### config.mk
export PLATFORM = sky130hd
export DESIGN_NAME = mix_columns_seq
export DESIGN_NICKNAME = d
export VERILOG_FILES = /design/src/rtl/mix_columns_seq.sv
export SDC_FILE = /design/constraint.sdc
export NUM_CORES = 1
export LEC_CHECK = 0
export ABC_AREA = 0
export BUFFER_PORTS_ARGS = -buffer_cell sky130_fd_sc_hd__buf_4
export CAP_MARGIN = 40
export CORE_AREA = 8 8 173 175
export DETAILED_ROUTE_END_ITERATION = 7
export DIE_AREA = 0 0 181 183
export PLACE_DENSITY = 0.58
export SLEW_MARGIN = 0
export SYNTH_ARGS = -nofsm -noshare
export SYNTH_HDL_FRONTEND = slang
export SYNTH_SLANG_ARGS = --single-unit
### constraint.sdc
create_clock -name clk -period 2.9 [get_ports clk]
set_input_delay 0.145 -clock clk [delete_from_list [all_inputs] [get_ports clk]]
set_output_delay 0.145 -clock clk [all_outputs]
set_load 0.01 [all_outputs]
### src/rtl/mix_columns_seq.sv
`default_nettype none
// ============================================================================
// Module   : mix_columns_seq
// Brief    : Iterative AES MixColumns (COLS_PER_CYCLE columns per clock) with a
//            valid/ready handshake. Define MIX_COLUMNS_INV_EN to build the
//            InvMixColumns datapath; otherwise inv is ignored (forward only).
// Revision : 1.0 - initial release
// ============================================================================
module mix_columns_seq #(
    parameter int COLS_PER_CYCLE = 1
) (
    input  logic         clk,
    input  logic         reset,
    input  logic         in_valid,
    output logic         in_ready,
    input  logic         inv,
    input  logic [127:0] state_in,
    output logic         out_valid,
    input  logic         out_ready,
    output logic [127:0] state_out,
    output logic         busy
);

    localparam logic [1:0] c_STEP = 2'(COLS_PER_CYCLE);
    localparam logic [1:0] c_LAST = 2'(4 - COLS_PER_CYCLE);

    generate
        if (COLS_PER_CYCLE != 1 && COLS_PER_CYCLE != 2 && COLS_PER_CYCLE != 4) begin : g_bad_cfg
            $error("mix_columns_seq: COLS_PER_CYCLE must be 1, 2 or 4");
        end
    endgenerate

    typedef enum logic [1:0] {
        S_IDLE = 2'd0,
        S_BUSY = 2'd1,
        S_DONE = 2'd2
    } state_t;

    state_t                         r_state;
    logic [0:3][31:0]               r_work;
    logic [0:3][31:0]               r_out;
    logic [1:0]                     r_col_cnt;
    logic                           r_in_ready;
    logic                           r_out_valid;
    logic                           r_busy;
    logic [COLS_PER_CYCLE-1:0][31:0] w_res;
`ifdef MIX_COLUMNS_INV_EN
    logic                           r_mode;
`else
    logic                           w_unused_inv;
    assign w_unused_inv = inv;
`endif

    function automatic logic [7:0] xt(input logic [7:0] b);
        return {b[6:0], 1'b0} ^ (b[7] ? 8'h1b : 8'h00);
    endfunction

`ifdef MIX_COLUMNS_INV_EN
    function automatic logic [31:0] mix_col(input logic [31:0] col, input logic mode);
`else
    function automatic logic [31:0] mix_col(input logic [31:0] col);
`endif
        logic [7:0]  a [4];
        logic [7:0]  b0, b1, b2, b3, v;
        logic [31:0] res;
        for (int i = 0; i < 4; i++) a[i] = col[31-8*i -: 8];
        res = '0;
        for (int r = 0; r < 4; r++) begin
            b0 = a[r];
            b1 = a[(r+1)%4];
            b2 = a[(r+2)%4];
            b3 = a[(r+3)%4];
            v  = xt(b0) ^ xt(b1) ^ b1 ^ b2 ^ b3;
`ifdef MIX_COLUMNS_INV_EN
            // 0E,0B,0D,09 built from the x2/x4/x8 chain of each byte
            if (mode)
                v = (xt(xt(xt(b0))) ^ xt(xt(b0)) ^ xt(b0))
                  ^ (xt(xt(xt(b1))) ^ xt(b1) ^ b1)
                  ^ (xt(xt(xt(b2))) ^ xt(xt(b2)) ^ b2)
                  ^ (xt(xt(xt(b3))) ^ b3);
`endif
            res[31-8*r -: 8] = v;
        end
        return res;
    endfunction

    generate
        for (genvar k = 0; k < COLS_PER_CYCLE; k++) begin : g_col
            logic [1:0] w_idx;
            assign w_idx = r_col_cnt + 2'(k);
`ifdef MIX_COLUMNS_INV_EN
            assign w_res[k] = mix_col(r_work[w_idx], r_mode);
`else
            assign w_res[k] = mix_col(r_work[w_idx]);
`endif
        end
    endgenerate

    // Handshake flags are state bits of their own so they never depend on inputs
    always_ff @(posedge clk) begin
        if (reset) begin
            r_state     <= S_IDLE;
            r_col_cnt   <= 2'd0;
            r_work      <= '0;
            r_out       <= '0;
            r_in_ready  <= 1'b0;
            r_out_valid <= 1'b0;
            r_busy      <= 1'b0;
`ifdef MIX_COLUMNS_INV_EN
            r_mode      <= 1'b0;
`endif
        end else begin
            case (r_state)
                S_IDLE: begin
                    r_in_ready <= 1'b1;
                    if (in_valid && r_in_ready) begin
                        r_work     <= state_in;
                        r_col_cnt  <= 2'd0;
                        r_state    <= S_BUSY;
                        r_in_ready <= 1'b0;
                        r_busy     <= 1'b1;
`ifdef MIX_COLUMNS_INV_EN
                        r_mode     <= inv;
`endif
                    end
                end
                S_BUSY: begin
                    for (int k = 0; k < COLS_PER_CYCLE; k++)
                        r_out[r_col_cnt + 2'(k)] <= w_res[k];
                    r_col_cnt <= r_col_cnt + c_STEP;
                    if (r_col_cnt == c_LAST) begin
                        r_state     <= S_DONE;
                        r_out_valid <= 1'b1;
                    end
                end
                S_DONE: begin
                    if (out_ready) begin
                        r_state     <= S_IDLE;
                        r_out_valid <= 1'b0;
                        r_busy      <= 1'b0;
                        r_in_ready  <= 1'b1;
                    end
                end
                default: begin
                    r_state <= S_IDLE;
                end
            endcase
        end
    end

    assign in_ready  = r_in_ready;
    assign out_valid = r_out_valid;
    assign busy      = r_busy;
    assign state_out = r_out;

endmodule
`default_nettype wire

==> results of run 1 <==
[layout by cell type (no fill, tap or decap), types with 4 or more instances in the layout]
master         count
clkbuf_8           6
a21oi_1          134
clkinv_2           5
nor2_1             6
and2_1             4
ha_1               4
buf_12             6
xor3_1             7
nand2_1          259
clkbuf_1           7
xor2_1            14
a22o_1           128
dlygate4sd3_1    130
xnor2_2            6
mux4_2            32
clkbuf_16         29
a21oi_2            4
inv_1              4
dfxtp_1          261
buf_4            275
xnor3_1           36
xnor2_1            8
[cell families after synthesis]
kind of cell	count (synthesis)	synth area share [%]
AOI/OAI and AO/OA	268	17.15
xor gates and xnor gates	73	12.43
adders and majority gates	4	0.4705
buffers and inverters	89	3.517
DFF	263	49.49
muxes	33	6.881
and+or+nand+nor	278	10.06
[worst max-delay path, delay by kind of cell, from the launching register on]
kind / cells / cell delay, ps
flops: 1 / 350
compound gates: 1 / 230
mux: 1 / 670
xor+xnor: 2 / 940
buf+inv: 1 / 260
[layout make-up]
cell class                 instances  area (um2)  share of cell area [%]
sequential                       263        5268                   34.81
tap                              346       432.9                   2.861
clock buffer                      42       834.6                   5.515
antenna                            1       2.502                 0.01654
timing repair buffer             411        3486                   23.03
clock inverter                     8       71.32                  0.4713
multi-input combinational        656        5024                   33.20
inverter                           4       15.01                 0.09921
[metal layers]
metal,up-vias,GRT usage (%),part of all wire [%]
li1,4254,-,-
met1,4097,26.42,45
met2,294,32.46,47
met3,45,4.254,6.4
met5,-,0,0
met4,0,5.018,2.1
[what timing repair did]
item / in CTS / in global routing
setup buffers: 0 / 0
endpoints found under the hold margin: 134 / 0
hold buffers: 130 / 0
[stage by stage]
step	setup slack, ps	power (mW)
finish	324.3	8.818
global route	203.2	9.181
CTS	287.1	8.903
floorplan	561.6	4.715
detailed placement	290.1	5.264
global placement	332.2	5.262
[power groups by stage]
| stage | Sequential (mW) | Combinational (mW) | Clock (mW) |
|---|---|---|---|
| global route | 3.83 | 1.61 | 3.73 |
| floorplan | 3.89 | 0.824 | 0 |
| finish | 3.82 | 1.51 | 3.49 |
| global placement | 3.90 | 1.37 | 0 |
| CTS | 3.82 | 1.51 | 3.57 |
| detailed placement | 3.90 | 1.36 | 0 |
[state kept, by name (all words and copies together), names as in the netlist]
name       count
busy           1
in_ready       1
out_valid      1
r_col_cnt      2
r_state        2
r_work       128
state_out    128
[how the worst max path moves through the flow]
stage / slack [ps] / to / cells after the start / startpoint
2_1_floorplan: 560 / state_out[119] / 6 / r_col_cnt[1]
3_3_place_gp: 330 / state_out[28] / 5 / r_col_cnt[1]
3_5_place_dp: 290 / state_out[28] / 5 / r_col_cnt[1]
4_1_cts: 290 / state_out[60] / 5 / r_col_cnt[1]
5_1_grt: 200 / state_out[116] / 5 / r_col_cnt[0]
6_report: 320 / state_out[124] / 5 / r_col_cnt[1]
==> results.md, run 1 <==
- STA classifies the critical path startpoint as a flop.
- The source-to-sink clock delay at the later pin of the worst-skew pair is about 530 ps.
- The number of nets handed over by synthesis was between 1000 and 1500.
- The initialized floorplan defines between 60 and 70 standard-cell rows.
- The detailed router finished its first iteration with about 620 violations.
- For this design the static power due to leakage is 6.373 nW.
- The area added between synthesis and finish is 42.26%.
- The worst hold endpoint is r_state[0].
- The core area is 27320 um2.
- STA classifies the critical path endpoint as a flop.
- The total of warnings raised by yosys is 0.
- In this run switching power makes up 25.71% of total power.
- Ranked by instance count, the synthesized netlist is headed by 263 x dfxtp_1, 259 x nand2_1, 138 x a21oi_1.
- The final setup violation count is 0.
- The required time reported for the critical path endpoint is 3330 ps.
- Combinational logic burns between 10% and 20% of the power.
- The worst setup path category is reg2reg.
- The total placed cells including tap cells is between 1500 and 2000.
- Sequential cells account for a little over two fifths of the total power.
- Routability-driven placement finished with a final weighted congestion of 0.7575.
- The worst setup slack for register-to-register paths is ~320 ps.
- After routing, the total negative slack on setup checks comes to 0 ps.
- The finished layout holds between 1500 and 2000 standard cells, fillers aside.
- The cell area reported after detailed placement is 12920 um2.
- The headroom to the max-slew limit is about 59%.
- The maximum level of the CTS H-tree is 1.
- Counting every instance in the synthesized netlist gives 1008.
- The endpoint arrival time on the critical path is 3000 ps.
- The path class of the tightest hold or removal check is in2reg.
- Of all flip-flops after synthesis, the portion carrying an async set or reset was 0%.
- The number of fillers in the final layout is roughly 2400.
- The number of sinks handled by clock tree synthesis is around 260.
- In this run the critical register-to-register path is launched from r_col_cnt[1].
- The tightest hold margin is between 80 and 90 ps.
- Cells with a size suffix above 1 make up a little over a quarter of the layout.
- Post-CTS repair changed the size of 0 cells.
- In this run the clock root is driven by a clkbuf_16.
- Once the floorplan was initialized, standard cells occupied roughly two fifths of the core.
- Synthesis instantiated 28 different standard cells from the library.
- The buffer levels on the longest clock path is 3.
- The worst stage delay on the critical path is 670 ps.
- The clock network fraction of design power is roughly two fifths.
- The most used flip-flop cell after synthesis is dfxtp_1.
- Setup repair after global routing left no endpoint under its margin.
- Each instance of the synthesized netlist takes up on average about 11 um2.
- The critical path goes through buf_12 -> mux4_2 -> xor2_1 -> xnor3_1 -> a22o_1.
- The routed wire length per instance is between 15 and 20 um.
- Counting flops and latches in the post-synthesis netlist gives 263.
- The initial antenna violation count is 1.
- The cell accounting for the most synthesized area is dfxtp_1.
- VDD sags by at most approximately 320 uV.
- Buffers inserted during clock tree synthesis total 29.
- The maximum fanout along the worst path is 29.
- The share of synthesized area in the top cell type comes to 49.49%.
- The number of global-route vias before repair was between 8000 and 9000.
- After detailed routing, the number of vias per cell comes to around 5.
- By area the synthesized netlist is led by dfxtp_1 49%, a22o_1 11%, nand2_1 9.1%.
- Entering global routing, the biggest net connects approximately 130 pins.
- The final critical-path required period is roughly 2600 ps.
- The clock skew after layout is a little over 8 ps.
- The first global-routing pass estimated 52300 um of wire.
- Across the run, the number of max-cap violations was 0.
- The first-pass detailed-route iteration total is 4.
- The DRC violation count after routing is 0.
- The width of the chip is ~180 um.
- The design internal power is about 6.6 mW.
- The remaining antenna violation count is 0.
- The layout net count is approximately 1500.
- The total congestion overflow after global routing is 0.
- The vertical die dimension is approximately 180 um.
- For the pin with the worst max-slew slack, the measured transition is between 600 and 700 ps.
- The analysis attributes to net switching a power of roughly 2.3 mW.
- The final max-slew violation count is 0.
- In the post-synthesis netlist, the cell with the most instances is dfxtp_1.
- For this run, the share of the core covered by cells in the final layout is 55.39%.
- The finished cells cover around 15000 um2.
- The worst hold path begins at in_valid.
- The number of synthesized flops with an enable pin is 0.
- The flow ran to the end, and the final reports show no timing, DRC or antenna violations.
- The cell count of the worst hold path is 4.
- The number of endpoints with negative hold slack in the final report is 0.
- The worst reg2reg path endpoint is state_out[124].
- The slowest cell on the critical path is mux4_2.
- The number of primary I/O pins is approximately 260.
- TritonCTS built the clock tree.
- The combined global-route utilization of all metal layers is around a fifth.
- Wires add up to ~34000 um.
- The number of port buffers is 262.
- The clock-pin transition on the worst setup and hold timing paths is roughly 60 ps.
- Summing over every cut layer, the via total after detailed routing is approximately 8700.
- The detailed placement HPWL is roughly 23000 um.
- Derived from the worst setup path, the maximum achievable clock frequency is roughly 390 MHz.
- Counting cells, the worst reg-to-reg path comes to 5.
- In the finished design, the share of the clock period the worst path needs comes to between 80% and 90%.
- The ratio of total power to cell area is approximately 580 nW/um2.
- In this run the cell area of the synthesized design comes to roughly 11000 um2.
- The proportion of synthesized chip area in sequential cells is 49.49%.
- The die covers 33120 um2.
Power figures use the tool's default switching activity.
==> inputs of run 2 (changes only) <==
CORE_AREA = 8 8 151 153   (was 8 8 173 175)
DIE_AREA = 0 0 159 161   (was 0 0 181 183)
PLACE_DENSITY = 0.82   (was 0.58)
==> results.md, run 2 (same netlist as run 1, synthesis figures left out) <==
- The clock skew after layout is 10.44 ps.
- The most common cell after layout, fill and taps aside is buf_4.
- The clock-pin transition on the worst setup and hold timing paths is around 60 ps.
- By startpoint and endpoint, the worst setup path is classified as reg2reg.
- The maximum level of the CTS H-tree is 1.
- The congestion estimate from routability-driven global placement came to just over 0.8.
- Of the available clock period, the critical path in the final layout requires between 80 and 90%.
- The transition at the pin with the smallest max-transition slack is 707.3 ps.
- The pin count of the biggest net entering global routing is ~100.
- The detail-routed via count per cell is 5.570.
- In this run the remaining antenna-violating nets after routing total 0.
- Timing would allow up to approximately 380 MHz.
- Port buffering added 262 buffers.
- For this design, the slowest cell found on the critical path is xnor3_1.
- The total area inside the core boundary comes to 20560 um2.
- The setup total negative slack is 0 ps.
- For this design the static power due to leakage is 6.347 nW.
- The kind of capture point of the worst setup path is a flop.
- The area of the die is 25600 um2.
- The total wire length is approximately 35000 um.
- The worst-case vdd ir drop is approximately 470 uV.
- Of all nets on the critical path, the largest fanout is 10.
- In the final routed layout, each cell accounts on average for roughly 21 um.
- Compared with the post-synthesis result, the final layout area differs by 40.71%.
- The DRC violation count after routing is 0.
- The flow ran to the end, and the final reports show no timing, DRC or antenna violations.
- The clock network fraction of design power is a little under two fifths.
- The required time reported for the critical path endpoint is between 3000 and 4000 ps.
- Internal power comes to approximately 6.3 mW.
- Headroom to the max-slew limit came out at between 50% and 60%.
- The final max-slew violation count came to 0.
- Counting the buffers created by CTS gives 26.
- Cells with a size suffix above 1 make up between 20% and 30% of the layout.
- In this run the count of I/O pins placed on the die edge is 264.
- Once detailed placement completed, the half-perimeter wirelength came to 22060 um.
- The tightest hold margin is about 120 ps.
- In the layout the commonest cells are 276 x buf_4, 261 x dfxtp_1, 259 x nand2_1.
- In this run the clock root is driven by a clkbuf_16.
- The analysis attributes to net switching a power of 2.225 mW.
- TritonCTS built the clock tree.
- The buffer levels on the longest clock path is 3.
- The cell area reported after detailed placement is roughly 13000 um2.
- Setup violations remaining at the end of the flow were counted as 0.
- The worst stage delay on the critical path is 580 ps.
- For this run, the post-layout net count is 1500.
- STA classifies the critical path startpoint as a flop.
- The later pin in the worst-skew pair is clocked with a latency of 520 ps.
- The vertical die dimension is 161 um.
- The final standard cell area without fillers is around 15000 um2.
- The type of the most critical hold path is in2reg.
- The ratio of total power to cell area is between 500 and 600 nW/um2.
- The first-pass detailed-route iteration total is 6.
- Once the floorplan was initialized, standard cells occupied 51.75% of the core.
- The number of core rows is between 50 and 60.
- Setup repair after global routing left no endpoint under its margin.
- The initial antenna violation count is 1.
- The number of endpoints with negative hold slack in the final report is 0.
- Sequential cells account for ~45% of the total power.
- The number of sinks handled by clock tree synthesis is between 200 and 300.
- Summing internal, switching and leakage power gives between 8 and 9 mW.
- The fraction of power spent switching nets is a little over a quarter.
- The tool flagged a number of max-cap violations equal to 0.
- The floorplan step set the die width to 159 um.
- For the worst setup path, the data arrival time is 3020 ps.
- The critical path goes through buf_12 -> mux4_2 -> xor2_1 -> xnor3_1 -> a22o_1.
- The total congestion overflow after global routing is 0.
- The first global-routing pass estimated between 50000 and 60000 um of wire.
- After the first detailed-routing iteration, the DRC count stood at between 600 and 700.
- The combined global-route utilization of all metal layers is approximately a quarter.
- After layout, the minimum clock period comes to 2606 ps.
- The number of global-route vias before repair was 9548.
- The combinational fraction of design power is 17.6%.
- The total via count after detailed routing is roughly 9000.
run 2: changes by cell type in the layout (fill, tap and decap cells not counted), sizes merged:
| cell | before | now |
|---|---|---|
| buf | 281 | 283 |
| bufinv | 1 | 0 |
| clkbuf | 42 | 37 |
| clkinv | 6 | 8 |
| clkinvlp | 1 | 0 |
| dlygate4sd3 | 130 | 129 |
| inv | 4 | 5 |
run 2: metal layers:
metal / up-vias / wire length (um) / GRT usage (%)
met5: - / 0 / 0
met2: 467 / 17830 / 47.26
li1: 4247 / - / -
met3: 81 / 2711 / 5.421
met1: 4435 / 13600 / 31.52
met4: 0 / 1213 / 9.991
run 2: critical path, delay by kind of cell (launching register included):
family | cells | cell delay [ps]
AOI/OAI and AO/OA | 1 | 240
xor gates and xnor gates | 2 | 980
buffers and inverters | 1 | 200
DFF | 1 | 510
muxes | 1 | 560
run 2: power groups by stage:
stage	Combinational, mW	Clock (mW)	Sequential (mW)
after floorplan	0.824	0	3.89
after detailed placement	1.33	0	3.90
final	1.50	3.20	3.83
after global placement	1.32	0	3.89
after global routing	1.60	3.38	3.84
after CTS	1.48	3.23	3.82
run 2: cell type report:
class,instances,area [um2]
multi-input combinational,656,5024
antenna,1,2.502
sequential,263,5268
fill,1362,5589
clock inverter,9,48.80
timing repair buffer,412,3503
inverter,4,15.01
clock buffer,37,763.2
tap,275,344.1
run 2: path summary, 6_finish.rpt:
| check | from | to | slack [ps] | depth (start not counted) |
|---|---|---|---|---|
| worst max register to register | r_col_cnt[0] | state_out[5] | 290 | 5 |
| worst min-delay path | in_valid | r_state[0] | 120 | 4 |
| worst min register to register | r_work[96] | r_work[96] | 450 | 2 |
| worst max-delay path | r_col_cnt[0] | state_out[5] | 290 | 5 |
run 2: metrics by stage:
step	cells	setup slack, ps	util [%]
after floorplan	1008	561.6	-
after detailed placement	1481	297.4	62.57
after global placement	1481	345.6	62.57
after global routing	1657	191.9	72.81
after CTS	1656	283.0	72.80
final	1657	294.3	72.81
run 2: timing repair:
action | 4_1_cts | 5_1_grt
hold buffers | 129 | 0
buffers inserted | 0 | 0
endpoints found under the hold margin | 130 | 0
resized for setup | 0 | 0
